File: src/rtl/z80_bus_responder.sv
// Z80 bus slave: decodes a memory window and an I/O port range, forwards the
// access to a handshaked backend with wait states and timeout, and answers IM2 acks.
module z80_bus_responder #(
  parameter logic [15:0] MEM_MATCH  = 16'h8000,
  parameter logic [15:0] MEM_MASK   = 16'hC000,
  parameter logic [7:0]  IO_MATCH   = 8'h10,
  parameter logic [7:0]  IO_MASK    = 8'hF0,
  parameter logic [7:0]  IM2_VECTOR = 8'hE0,
  parameter int          TIMEOUT    = 16
) (
  input  logic        clk,
  input  logic        reset,
  input  logic [15:0] A,
  input  logic [7:0]  di,
  output logic [7:0]  dout,
  output logic        doe,
  input  logic        m1_n,
  input  logic        mreq_n,
  input  logic        iorq_n,
  input  logic        rd_n,
  input  logic        wr_n,
  input  logic        rfsh_n,
  output logic        wait_n,
  output logic        int_n,
  input  logic        irq,
  output logic        be_req,
  output logic        be_we,
  output logic        be_io,
  output logic [15:0] be_addr,
  output logic [7:0]  be_wdata,
  input  logic [7:0]  be_rdata,
  input  logic        be_ack,
  output logic        err
);

  // state   | meaning
  // IDLE    | waiting for a decoded access or an interrupt acknowledge
  // REQ     | first cycle of a backend request
  // RESP    | backend request outstanding, timeout counting down
  // HOLD    | backend done; drive read data until the CPU releases its strobes
  // RELEASE | interrupt acknowledge answered; wait for iorq_n/m1_n to rise
  typedef enum logic [2:0] {S_IDLE, S_REQ, S_RESP, S_HOLD, S_RELEASE} state_t;

  localparam logic [7:0] TO_LOAD = 8'(TIMEOUT - 1);

  state_t     state, state_nxt;
  logic       mem_sel, io_sel, ack_sel, any_sel, strobes_idle;
  logic       busy, to_hit, timeout_evt, ack_take;
  logic       irq_q, irq_rise, pending;
  logic [7:0] to_cnt;
  logic [7:0] rdata_q;

  assign mem_sel = !mreq_n && rfsh_n && (!rd_n || !wr_n) && ((A & MEM_MASK) == MEM_MATCH);
  assign io_sel  = !iorq_n && m1_n && (!rd_n || !wr_n) && ((A[7:0] & IO_MASK) == IO_MATCH);
  assign ack_sel = !iorq_n && !m1_n;
  assign any_sel = mem_sel || io_sel;
  assign strobes_idle = rd_n && wr_n && mreq_n && iorq_n;

  assign busy        = (state == S_REQ) || (state == S_RESP);
  assign to_hit      = (to_cnt == 8'd0);
  assign timeout_evt = busy && !be_ack && to_hit;
  assign ack_take    = (state == S_IDLE) && !any_sel && ack_sel && pending;
  assign irq_rise    = irq && !irq_q;

  always_ff @(posedge clk) begin
    if (reset) state <= S_IDLE;
    else       state <= state_nxt;
  end

  always_comb begin
    state_nxt = state;
    case (state)
      S_IDLE: begin
        if (any_sel)                state_nxt = S_REQ;
        else if (ack_sel && pending) state_nxt = S_RELEASE;
      end
      S_REQ, S_RESP: begin
        if (be_ack || to_hit) state_nxt = S_HOLD;
        else                  state_nxt = S_RESP;
      end
      S_HOLD:    if (strobes_idle)    state_nxt = S_IDLE;
      S_RELEASE: if (iorq_n && m1_n)  state_nxt = S_IDLE;
      default:   state_nxt = S_IDLE;
    endcase
  end

  // irq_q keeps tracking through reset so a level already high is not an edge
  always_ff @(posedge clk) begin
    irq_q <= irq;
    if (reset) begin
      pending  <= 1'b0;
      to_cnt   <= 8'd0;
      be_addr  <= 16'h0000;
      be_we    <= 1'b0;
      be_io    <= 1'b0;
      be_wdata <= 8'h00;
      rdata_q  <= 8'h00;
      err      <= 1'b0;
    end else begin
      pending <= irq_rise || (pending && !ack_take);
      err     <= timeout_evt;
      if ((state == S_IDLE) && any_sel) begin
        be_addr  <= mem_sel ? A : {8'h00, A[7:0]};
        be_io    <= !mem_sel;
        be_we    <= !wr_n;
        be_wdata <= di;
        to_cnt   <= TO_LOAD;
      end else if (busy && !to_hit) begin
        to_cnt <= to_cnt - 8'd1;
      end
      if (busy && be_ack && !be_we) rdata_q <= be_rdata;
      else if (timeout_evt)         rdata_q <= 8'hFF;
    end
  end

  assign be_req = busy;
  assign int_n  = !pending;

  always_comb begin
    wait_n = 1'b1;
    doe    = 1'b0;
    dout   = 8'h00;
    if (!reset) begin
      if (any_sel && ((state == S_IDLE) || busy)) wait_n = 1'b0;
      case (state)
        S_HOLD: if (!be_we && !strobes_idle) begin
          doe  = 1'b1;
          dout = rdata_q;
        end
        S_IDLE: if (ack_take) begin
          doe  = 1'b1;
          dout = IM2_VECTOR;
        end
        S_RELEASE: if (ack_sel) begin
          doe  = 1'b1;
          dout = IM2_VECTOR;
        end
        default: ;
      endcase
    end
  end

endmodule

File: config.mk
export PLATFORM = sky130hd
export DESIGN_NAME = z80_bus_responder
export DESIGN_NICKNAME = d
export VERILOG_FILES = /design/src/rtl/z80_bus_responder.sv
export SDC_FILE = /design/constraint.sdc
export NUM_CORES = 1
export LEC_CHECK = 0
export BUFFER_PORTS_ARGS = -buffer_cell sky130_fd_sc_hd__buf_2
export CORE_UTILIZATION = 48
export CTS_CLUSTER_SIZE = 8
export DETAILED_ROUTE_END_ITERATION = 6
export MAX_ROUTING_LAYER = met4
export PLACE_DENSITY = 0.78
export SYNTH_ARGS = -nofsm -noshare
export SYNTH_HDL_FRONTEND = slang
export SYNTH_SLANG_ARGS = --single-unit
File: constraint.sdc
create_clock -name clk -period 2.01 [get_ports clk]
set_input_delay 0.402 -clock clk [delete_from_list [all_inputs] [get_ports clk]]
set_output_delay 0.402 -clock clk [all_outputs]
set_load 0.1 [all_outputs]
==> results of run 1 <==
## cell type report
cell class	count	share of cell area (%)
multi-input combinational	165	39.32
sequential	48	30.68
timing repair buffer	102	23.88
clock buffer	6	2.626
tap	50	1.990
inverter	9	1.074
clock inverter	2	0.4377
## power by group through the flow
stage / Clock (µW) / Sequential (µW) / Combinational (µW)
final: 604 / 1300 / 1920
after floorplan: 0 / 1460 / 1100
after global routing: 655 / 1310 / 2040
after global placement: 0 / 1280 / 1730
after CTS: 617 / 1280 / 1850
after detailed placement: 0 / 1290 / 1790
## cell families after synthesis
group                      after synthesis  synth area share (%)
AOI/OAI and AO/OA                       44                 16.07
xor gates and xnor gates                 4                 1.631
adders and majority gates                2                 1.165
buffers and inverters                   21                 5.009
DFF                                     48                 44.73
muxes                                   19                 8.969
and+or+nand+nor                         96                 22.42
## worst paths after layout
check	from	to	slack, ns	depth (start not counted)
min reg2reg	be_io	be_io	0.46	2
min	irq	irq_q	0.21	1
max	state[1]	dout[5]	-0.29	6
max reg2reg	to_cnt[1]	rdata_q[2]	0.10	6
## placed cells by master (no fill, tap or decap), types with 4 or more instances in the layout
master,instances
buf_2,69
nor2_1,10
o21ai_0,9
mux2i_1,17
nor3_1,4
nand2_1,43
and3_4,4
a32o_1,6
clkbuf_8,6
nand3_1,4
nand4_1,6
a21oi_1,5
buf_12,12
buf_4,19
inv_1,9
o221a_2,8
dfxtp_1,45
## stage by stage
stage | worst slack, ns | TNS (ns)
finish | -0.2865 | -1.211
floorplan | -0.4375 | -1.618
detailed placement | 0.006672 | 0
global route | -0.3374 | -1.855
CTS | -0.2941 | -1.155
global placement | 0.04182 | 0
## worst max-delay path: stages, from the launching register on
cell	delay (ns)
dfxtp_2	0.33
or3_4	0.41
nor3_4	0.14
nand4_1	0.15
buf_12	0.18
a31oi_4	0.18
buf_12	0.20
## timing repair
item,in CTS,in global routing
cloned,0,0
pin swaps,4,2
setup buffers,0,1
resized for setup,8,10
setup endpoints to repair,17,20
## registers in the layout, indices dropped and copies added (netlist names)
register and count:
err 1, pending 1, be_wdata 8, be_we 1
be_io 1, state 3, rdata_q 8, to_cnt 8
irq_q 1, be_addr 16
## metal layers
layer  vias to the layer above  share of wire [%]  track usage (%)
met5                         -                  0                -
met4                         0                1.7            8.418
met2                        80                 51            38.23
met1                      1003                 42            32.02
li1                       1039                  -                -
met3                        10                5.8            5.428
==> results.py, run 1 <==
metrics = {
    "run_status": {
        "status": "complete, but fails checks",
        "violations": "setup timing",
    },
    "synthesis": {
        "synth-edff-count": 0,
        "syn_avg_cell_area_um2": 9.181,
        "synth.most_common_cell": "dfxtp_1",
        "yosysTopAreaCellShare_pct": 44.73,
        "ys_seq_area_share_pct": 44.73,
        "yosys_warnings": 0,
        "synthTopCellsByArea": "dfxtp_1 (45%), mux2i_1 (7.9%), nand2_1 (7.7%)",
        "synthArstFlopShare_pct": 0,
        "synth_cell_types": 42,
        "netlist_area_um2": 2148,
        "yosys.area.top_type": "dfxtp_1",
        "synth_common_cells": "dfxtp_1 (48), nand2_1 (44), mux2i_1 (17)",
        "synth-seq-cells": 48,
        "synth_flop_cell": "dfxtp_1",
        "syn_inst": 234,
        "syn_nets": 278,
    },
    "power": {
        "power.leakage_uw": 0.001354,
        "swShare_pct": 41.45,
        "clkPwrFrac_pct": 15.8,
        "comb_power_share_pct": 50.2,
        "pwr-share-seq_pct": 34.0,
        "total_power_uw": 3816,
        "p_sw_uw": 1582,
        "ir_worst_vdd_uv": 750.7,
        "power.density_nw_per_um2": 1214,
        "internal-power_uw": 2234,
    },
    "finish": {
        "drive_above_1_share_pct": 44.58,
        "nFillCells": 285,
        "stdcell_count": 382,
        "utilization_pct": 75.88,
        "final_nets": 375,
        "multiInputGateArea_um2": 1236,
        "area_growth_pct": 46.36,
        "seqCellArea_um2": 964.7,
        "diodes": 0,
        "design_area_um2": 3144,
    },
    "clock_tree": {
        "postCtsHoldBufs": 0,
        "cts_num_sinks": 48,
        "cts_buffer_depth": 2,
        "cts_tree": "built",
        "cts_root_buf": "clkbuf_8",
        "cts.htree.levels": 2,
        "worstSkewPairLatency_ns": 0.30,
        "cts.clk_slew.worst_paths_ns": 0.09,
        "cts_made_buffers": 5,
    },
    "sta": {
        "drv_slew": 0,
        "worstMarginPinSlew_ns": 0.5073,
        "relSlewSlack_pct": 66.42,
        "grt_setup_unrepaired": "true",
        "max_freq_mhz": 435.4,
        "whs_ns": 0.2097,
        "hold_violations": 0,
        "setup_viol": 9,
        "fin_skew_ns": 0.004506,
        "min_period_ns": 2.297,
        "setup_ws_ns": -0.2865,
        "fin_crit_sh_pct": 114.3,
    },
    "global_route": {
        "grt_pass1_vias": 1865,
        "grt_overflow_total": 0,
        "grt_pass1_wl_um": 8438,
        "grt.total_usage_pct": 24.80,
        "grt_max_degree": 38,
        "antenna_found_initial": 0,
    },
    "detailed_routing": {
        "drc": 0,
        "vias": 2132,
        "dr.pass1.iters": 5,
        "drtIter0Drc": 88,
        "drtAntennaViolNets": 0,
        "drt-total-wl_um": 5708,
        "avgRoutedWirePerCell_um": 14.94,
        "via_per_inst": 5.581,
    },
    "critical_path": {
        "critPathMaxFanout": 5,
        "startpoint_type": "flip-flop",
        "worstSetupPathType": "reg -> out",
        "cp.required_ns": 1.61,
        "crit_path_end_kind": "primary output",
        "arrival_ns": 1.89,
    },
    "run": {
        "drv_cap": 0,
    },
    "die": {
        "core_region_area_um2": 4144,
        "initial_core_util_pct": 51.84,
        "std_cell_rows": 23,
        "io_pins": 81,
        "die_w_um": 68.90,
        "die_h_um": 68.90,
        "dieArea_um2": 4747,
    },
    "placement": {
        "dp_hpwl_um": 3993,
        "dp.cells": 373,
        "io_buffers": 80,
        "post_dp_cell_area_um2": 2972,
        "place.gp.congestion": 0.8763,
    },
    "min_path": {
        "hold_path_class": "in -> reg",
    },
}
Power figures use the tool's default switching activity.
==> inputs of run 2 (changes only) <==
==> constraint.sdc (replaced) <==
create_clock -name clk -period 2.15 [get_ports clk]
set_input_delay 0.43 -clock clk [delete_from_list [all_inputs] [get_ports clk]]
set_output_delay 0.43 -clock clk [all_outputs]
set_load 0.1 [all_outputs]
==> run 2 against run 1 <==
Effect of this change:
- the flow still finishes with violations (setup timing)
- flip-flop and latch count is the same
- total power shrank 13%
- first-iteration DRC count shrank 10%
- hold slack gained 0.034 ns
- non-clock buffer count grew 2
- clock-buffer cell count is the same
- critical path depth is the same
- wire length shrank 4.5%
- combinational power shrank 15%
- die area is the same
- clock power shrank 16%
- highest routed layer unchanged
==> results.py, run 2 (same netlist as run 1, synthesis figures left out) <==
metrics = {
    "critical_path": {
        "slowest_stage": "or3_4",
        "crit_family": "simple AND/OR/NAND/NOR gates",
        "worstSetupPathType": "reg -> out",
        "worstRegToRegCells": 6,
        "worstPathCellList": "or3_4 -> nor3_4 -> nand4_1 -> buf_12 -> a21oi_4 -> buf_12",
        "critPathMaxFanout": 5,
        "startpoint_type": "flip-flop",
        "cp_common_cell": "buf_12",
        "arrival_ns": 1.88,
        "cp.required_ns": 1.72,
        "cp_num_buf_inv": 2,
        "crit_path_end_kind": "primary output",
        "regToRegSetupSlack_ns": 0.11,
        "worstSetupPathDepth": 6,
        "cpPeakStageDelay_ns": 0.41,
    },
    "run_status": {
        "violations": "setup timing",
        "status": "complete, but fails checks",
    },
    "global_route": {
        "grt_pass1_wl_um": 8431,
        "grt_overflow_total": 0,
        "grt_max_degree": 30,
        "antenna_found_initial": 0,
        "grt.total_usage_pct": 25.29,
        "grt_pass1_vias": 1856,
    },
    "clock_tree": {
        "cts.clk_slew.worst_paths_ns": 0.08,
        "cts.htree.levels": 2,
        "cts_buffer_depth": 2,
        "cts_tree": "built",
        "postCtsHoldBufs": 0,
        "cts_num_sinks": 48,
        "worstSkewPairLatency_ns": 0.30,
        "cts_made_buffers": 5,
        "cts_root_buf": "clkbuf_8",
    },
    "sta": {
        "hold_violations": 0,
        "worstMarginPinSlew_ns": 0.5686,
        "whs_ns": 0.2432,
        "grt_setup_unrepaired": "true",
        "relSlewSlack_pct": 61.74,
        "setup_viol": 4,
        "fin_crit_sh_pct": 107.5,
        "drv_slew": 0,
        "min_period_ns": 2.312,
        "setup_ws_ns": -0.1622,
        "fin_skew_ns": 0.006552,
        "max_freq_mhz": 432.5,
        "finalSetupTns_ns": -0.6039,
    },
    "placement": {
        "place.gp.congestion": 0.8665,
        "dp_hpwl_um": 4041,
        "preCtsSetupSlack_ns": 0.08311,
        "io_buffers": 80,
        "dp.cells": 373,
    },
    "detailed_routing": {
        "via_per_inst": 5.428,
        "dr.pass1.iters": 4,
        "vias": 2079,
        "drt-total-wl_um": 5453,
        "avgRoutedWirePerCell_um": 14.24,
        "drtAntennaViolNets": 0,
        "drc": 0,
        "drtIter0Drc": 79,
    },
    "finish": {
        "drive_above_1_share_pct": 42.94,
        "multiInputGateArea_um2": 1210,
        "stdcell_count": 383,
        "largest_register_ff_count": 16,
        "final_cell_mix": "buf_2 (69), dfxtp_1 (48), nand2_1 (43)",
        "final_nets": 377,
        "seqCellArea_um2": 960.9,
        "final_common_cell": "buf_2",
        "top_register": "be_addr",
        "area_growth_pct": 43.45,
        "diodes": 0,
        "nFillCells": 314,
    },
    "die": {
        "die_h_um": 68.90,
        "dieArea_um2": 4747,
        "initial_core_util_pct": 51.84,
        "io_pins": 81,
        "die_w_um": 68.90,
        "std_cell_rows": 23,
        "core_region_area_um2": 4144,
    },
    "power": {
        "total_power_uw": 3338,
        "power.leakage_uw": 0.001327,
        "power.density_nw_per_um2": 1083,
        "ir_worst_vdd_uv": 695.5,
    },
    "min_path": {
        "hold_depth": 1,
        "hold_path_class": "in -> reg",
    },
    "run": {
        "drv_cap": 0,
    },
}
==> run 2: changes by cell type in the layout (fill, tap and decap cells not counted), sizes merged <==
cell,change
buf,+1
clkbuf,+1
inv,-1
==> run 2: layer usage <==
layer | vias up | part of all wire [%] | track usage (%)
li1 | 1041 | - | -
met1 | 955 | 45 | 31.33
met2 | 75 | 46 | 38.83
met3 | 8 | 7.5 | 7.566
met4 | 0 | 1.5 | 9.184
met5 | - | 0 | -
==> run 2: final timing paths <==
path / from / to
worst max register to register: to_cnt[0] / to_cnt[4]
worst min-delay path: irq / irq_q
worst max-delay path: state[2] / doe
worst min register to register: be_wdata[1] / be_wdata[1]
==> run 2: power breakdown <==
group	internal [µW]	switching [µW]	total, µW
sequential	1070	131	1200
combinational	649	983	1630
clock	222	284	505
total	1940	1400	3340
==> run 2: worst reg2reg max path: cells and delay by family, from the launching register on <==
kind                     cells  cell delay, ns
AO/OA/AOI/OAI                2            0.43
adder cells (fa/ha/maj)      1            0.23
buffers and inverters        1            0.08
flip-flops                   1            0.40
AND/OR/NAND/NOR              2            0.80
==> run 2: what timing repair did <==
| item | 4_1_cts | 5_1_grt |
|---|---|---|
| pin swaps | 4 | 0 |
| setup endpoints to repair | 9 | 12 |
| buffers inserted | 2 | 1 |
| resized for setup | 2 | 5 |
==> run 2: cell type report <==
cell class / instances / share of cell area (%)
Timing Repair Buffer: 104 / 23.91
Clock inverter: 1 / 0.1624
Tap cell: 50 / 2.030
Inverter: 9 / 1.096
Sequential cell: 48 / 31.18
Multi-Input combinational cell: 165 / 39.26
Clock buffer: 6 / 2.355
==> run 2: per-stage QoR <==
stage | util [%] | area (µm²)
finish | 74.37 | 3082
global route | 74.37 | 3082
CTS | 73.85 | 3060
detailed placement | 71.38 | 2958
global placement | 71.38 | 2958
floorplan | - | 2270
==> inputs of run 3 (changes only) <==
==> constraint.sdc (replaced) <==
create_clock -name clk -period 2.2 [get_ports clk]
set_input_delay 0.44 -clock clk [delete_from_list [all_inputs] [get_ports clk]]
set_output_delay 0.44 -clock clk [all_outputs]
set_load 0.1 [all_outputs]
==> run 3 against run 2 <==
Effect of this change:
- core utilization fell by 1.8 points
- combinational power fell by 6%
- largest power group unchanged
- register-to-register slack improved by 0.07 ns
- design area fell by 2.4%
- the run still ends with setup timing left
==> results.py, run 3 (same netlist as run 1, synthesis figures left out) <==
metrics = {
    "global_route": {
        "grt_pass1_wl_um": 8121,
        "grt_overflow_total": 0,
        "use_met1_pct": 30.09,
        "busiest_layer": "met2",
        "antenna_found_initial": 0,
        "grt_use_met2_pct": 37.50,
        "grtUsageMet3_pct": 5.592,
        "grt_pass1_vias": 1871,
        "grt_max_degree": 37,
        "grt.total_usage_pct": 23.66,
    },
    "detailed_routing": {
        "dr.pass1.iters": 4,
        "vias": 2034,
        "via_per_inst": 5.395,
        "drc": 0,
        "drtAntennaViolNets": 0,
        "drt-total-wl_um": 5218,
        "avgRoutedWirePerCell_um": 13.84,
        "drtIter0Drc": 82,
    },
    "sta": {
        "setup_viol": 4,
        "min_period_ns": 2.241,
        "hold_violations": 0,
        "drv_slew": 0,
        "fin_skew_ns": 0.01031,
        "relSlewSlack_pct": 65.48,
        "worstMarginPinSlew_ns": 0.5130,
        "setup_ws_ns": -0.04116,
        "whs_ns": 0.2514,
        "grt_setup_unrepaired": "true",
        "fin_crit_sh_pct": 101.9,
        "max_freq_mhz": 446.2,
    },
    "power": {
        "ir_worst_vdd_uv": 615.3,
        "power.density_nw_per_um2": 1071,
        "total_power_uw": 3224,
        "power.leakage_uw": 0.001296,
    },
    "die": {
        "dieArea_um2": 4747,
        "std_cell_rows": 23,
        "initial_core_util_pct": 51.84,
        "io_pins": 81,
        "core_region_area_um2": 4144,
        "die_w_um": 68.90,
        "die_h_um": 68.90,
    },
    "critical_path": {
        "endpoint": "dout[6]",
        "cp.required_ns": 1.76,
        "cp-startpoint": "state[2]",
        "critPathMaxFanout": 5,
        "reg2reg_to": "to_cnt[4]",
        "regToRegSetupSlack_ns": 0.18,
        "startpoint_type": "flip-flop",
        "r2r-start": "to_cnt[0]",
        "worstSetupPathType": "reg -> out",
        "crit_path_end_kind": "primary output",
        "worstRegToRegCells": 6,
        "arrival_ns": 1.80,
    },
    "placement": {
        "dp_hpwl_um": 3927,
        "io_buffers": 80,
        "post_dp_cell_area_um2": 2889,
        "place.gp.congestion": 0.7936,
    },
    "finish": {
        "design_area_um2": 3009,
        "final_nets": 370,
        "final_cell_mix": "buf_2 (71), dfxtp_1 (45), nand2_1 (43)",
        "utilization_pct": 72.61,
        "top_register": "be_addr",
        "largest_register_ff_count": 16,
        "diodes": 0,
        "nFillCells": 317,
        "final_common_cell": "buf_2",
        "drive_above_1_share_pct": 41.90,
        "area_growth_pct": 40.07,
    },
    "min_path": {
        "hold_path_class": "in -> reg",
    },
    "clock_tree": {
        "cts.htree.levels": 2,
        "cts_tree": "built",
        "cts.clk_slew.worst_paths_ns": 0.08,
        "postCtsHoldBufs": 0,
        "worstSkewPairLatency_ns": 0.30,
        "cts_root_buf": "clkbuf_8",
        "cts_made_buffers": 5,
        "cts_buffer_depth": 2,
        "cts_num_sinks": 48,
    },
    "run": {
        "drv_cap": 0,
    },
    "run_status": {
        "violations": "setup timing",
        "status": "complete, but fails checks",
    },
}
-- run 3: cell types whose count changed in the layout (fill, tap and decap cells not counted), moves of 2 or more --
cell     delta
dfxtp_2     +3
and3_4      -4
buf_4       -9
buf_2       +2
dfxtp_1     -3
and3_2      +4
-- run 3: worst min path at each step --
stage | from | to | slack (ns) | depth (start not counted)
6_report | irq | irq_q | 0.25 | 1
5_1_grt | irq | irq_q | 0.24 | 1
4_1_cts | irq | irq_q | 0.24 | 1
3_5_place_dp | be_io | be_io | 0.44 | 2
3_3_place_gp | be_io | be_io | 0.43 | 2
2_1_floorplan | irq | irq_q | 0.47 | 0
-- run 3: final cells by class --
| cell class | instances | area (µm²) | share of cell area (%) |
|---|---|---|---|
| multi-input cells | 165 | 1184 | 39.33 |
| flip-flops and latches | 48 | 964.7 | 32.06 |
| repair buffers | 97 | 679.4 | 22.58 |
| clock buffers | 7 | 76.32 | 2.536 |
| well taps | 50 | 62.56 | 2.079 |
| inverters | 9 | 33.78 | 1.123 |
| clock inverters | 1 | 8.758 | 0.2911 |
-- run 3: per-stage QoR --
stage                     setup WS (ns)  TNS (ns)  std cells
after global routing            -0.1232   -0.4292        377
after floorplan                 -0.2855    -1.010        234
after global placement           0.1321         0        367
after detailed placement         0.1446         0        367
final                          -0.04116   -0.1292        377
after CTS                      -0.04635   -0.1482        377
-- run 3: critical path: stages, from the launching register on --
cell and delay (ns):
dfxtp_2 0.33, or3_4 0.41, nor3_4 0.13, nand4_1 0.13, buf_6 0.16, a31oi_4 0.16, buf_12 0.19
-- run 3: power breakdown --
part,switching [µW],total [µW],internal [µW]
clock,285,512,227
combinational,925,1540,610
sequential,128,1180,1050
total,1340,3220,1890
-- run 3: what timing repair did --
action,CTS,global route
setup endpoints to repair,4,6
buffers inserted,1,0
pin swaps,3,0
resized for setup,4,5
gates cloned,1,0
-- run 3: per-layer routing --
| metal | routed length, µm | share of wire (%) | vias to the layer above |
|---|---|---|---|
| met4 | 56 | 1.1 | 0 |
| li1 | - | - | 1025 |
| met5 | 0 | 0 | - |
| met1 | 2292 | 44 | 939 |
| met3 | 285 | 5.5 | 5 |
| met2 | 2583 | 50 | 65 |
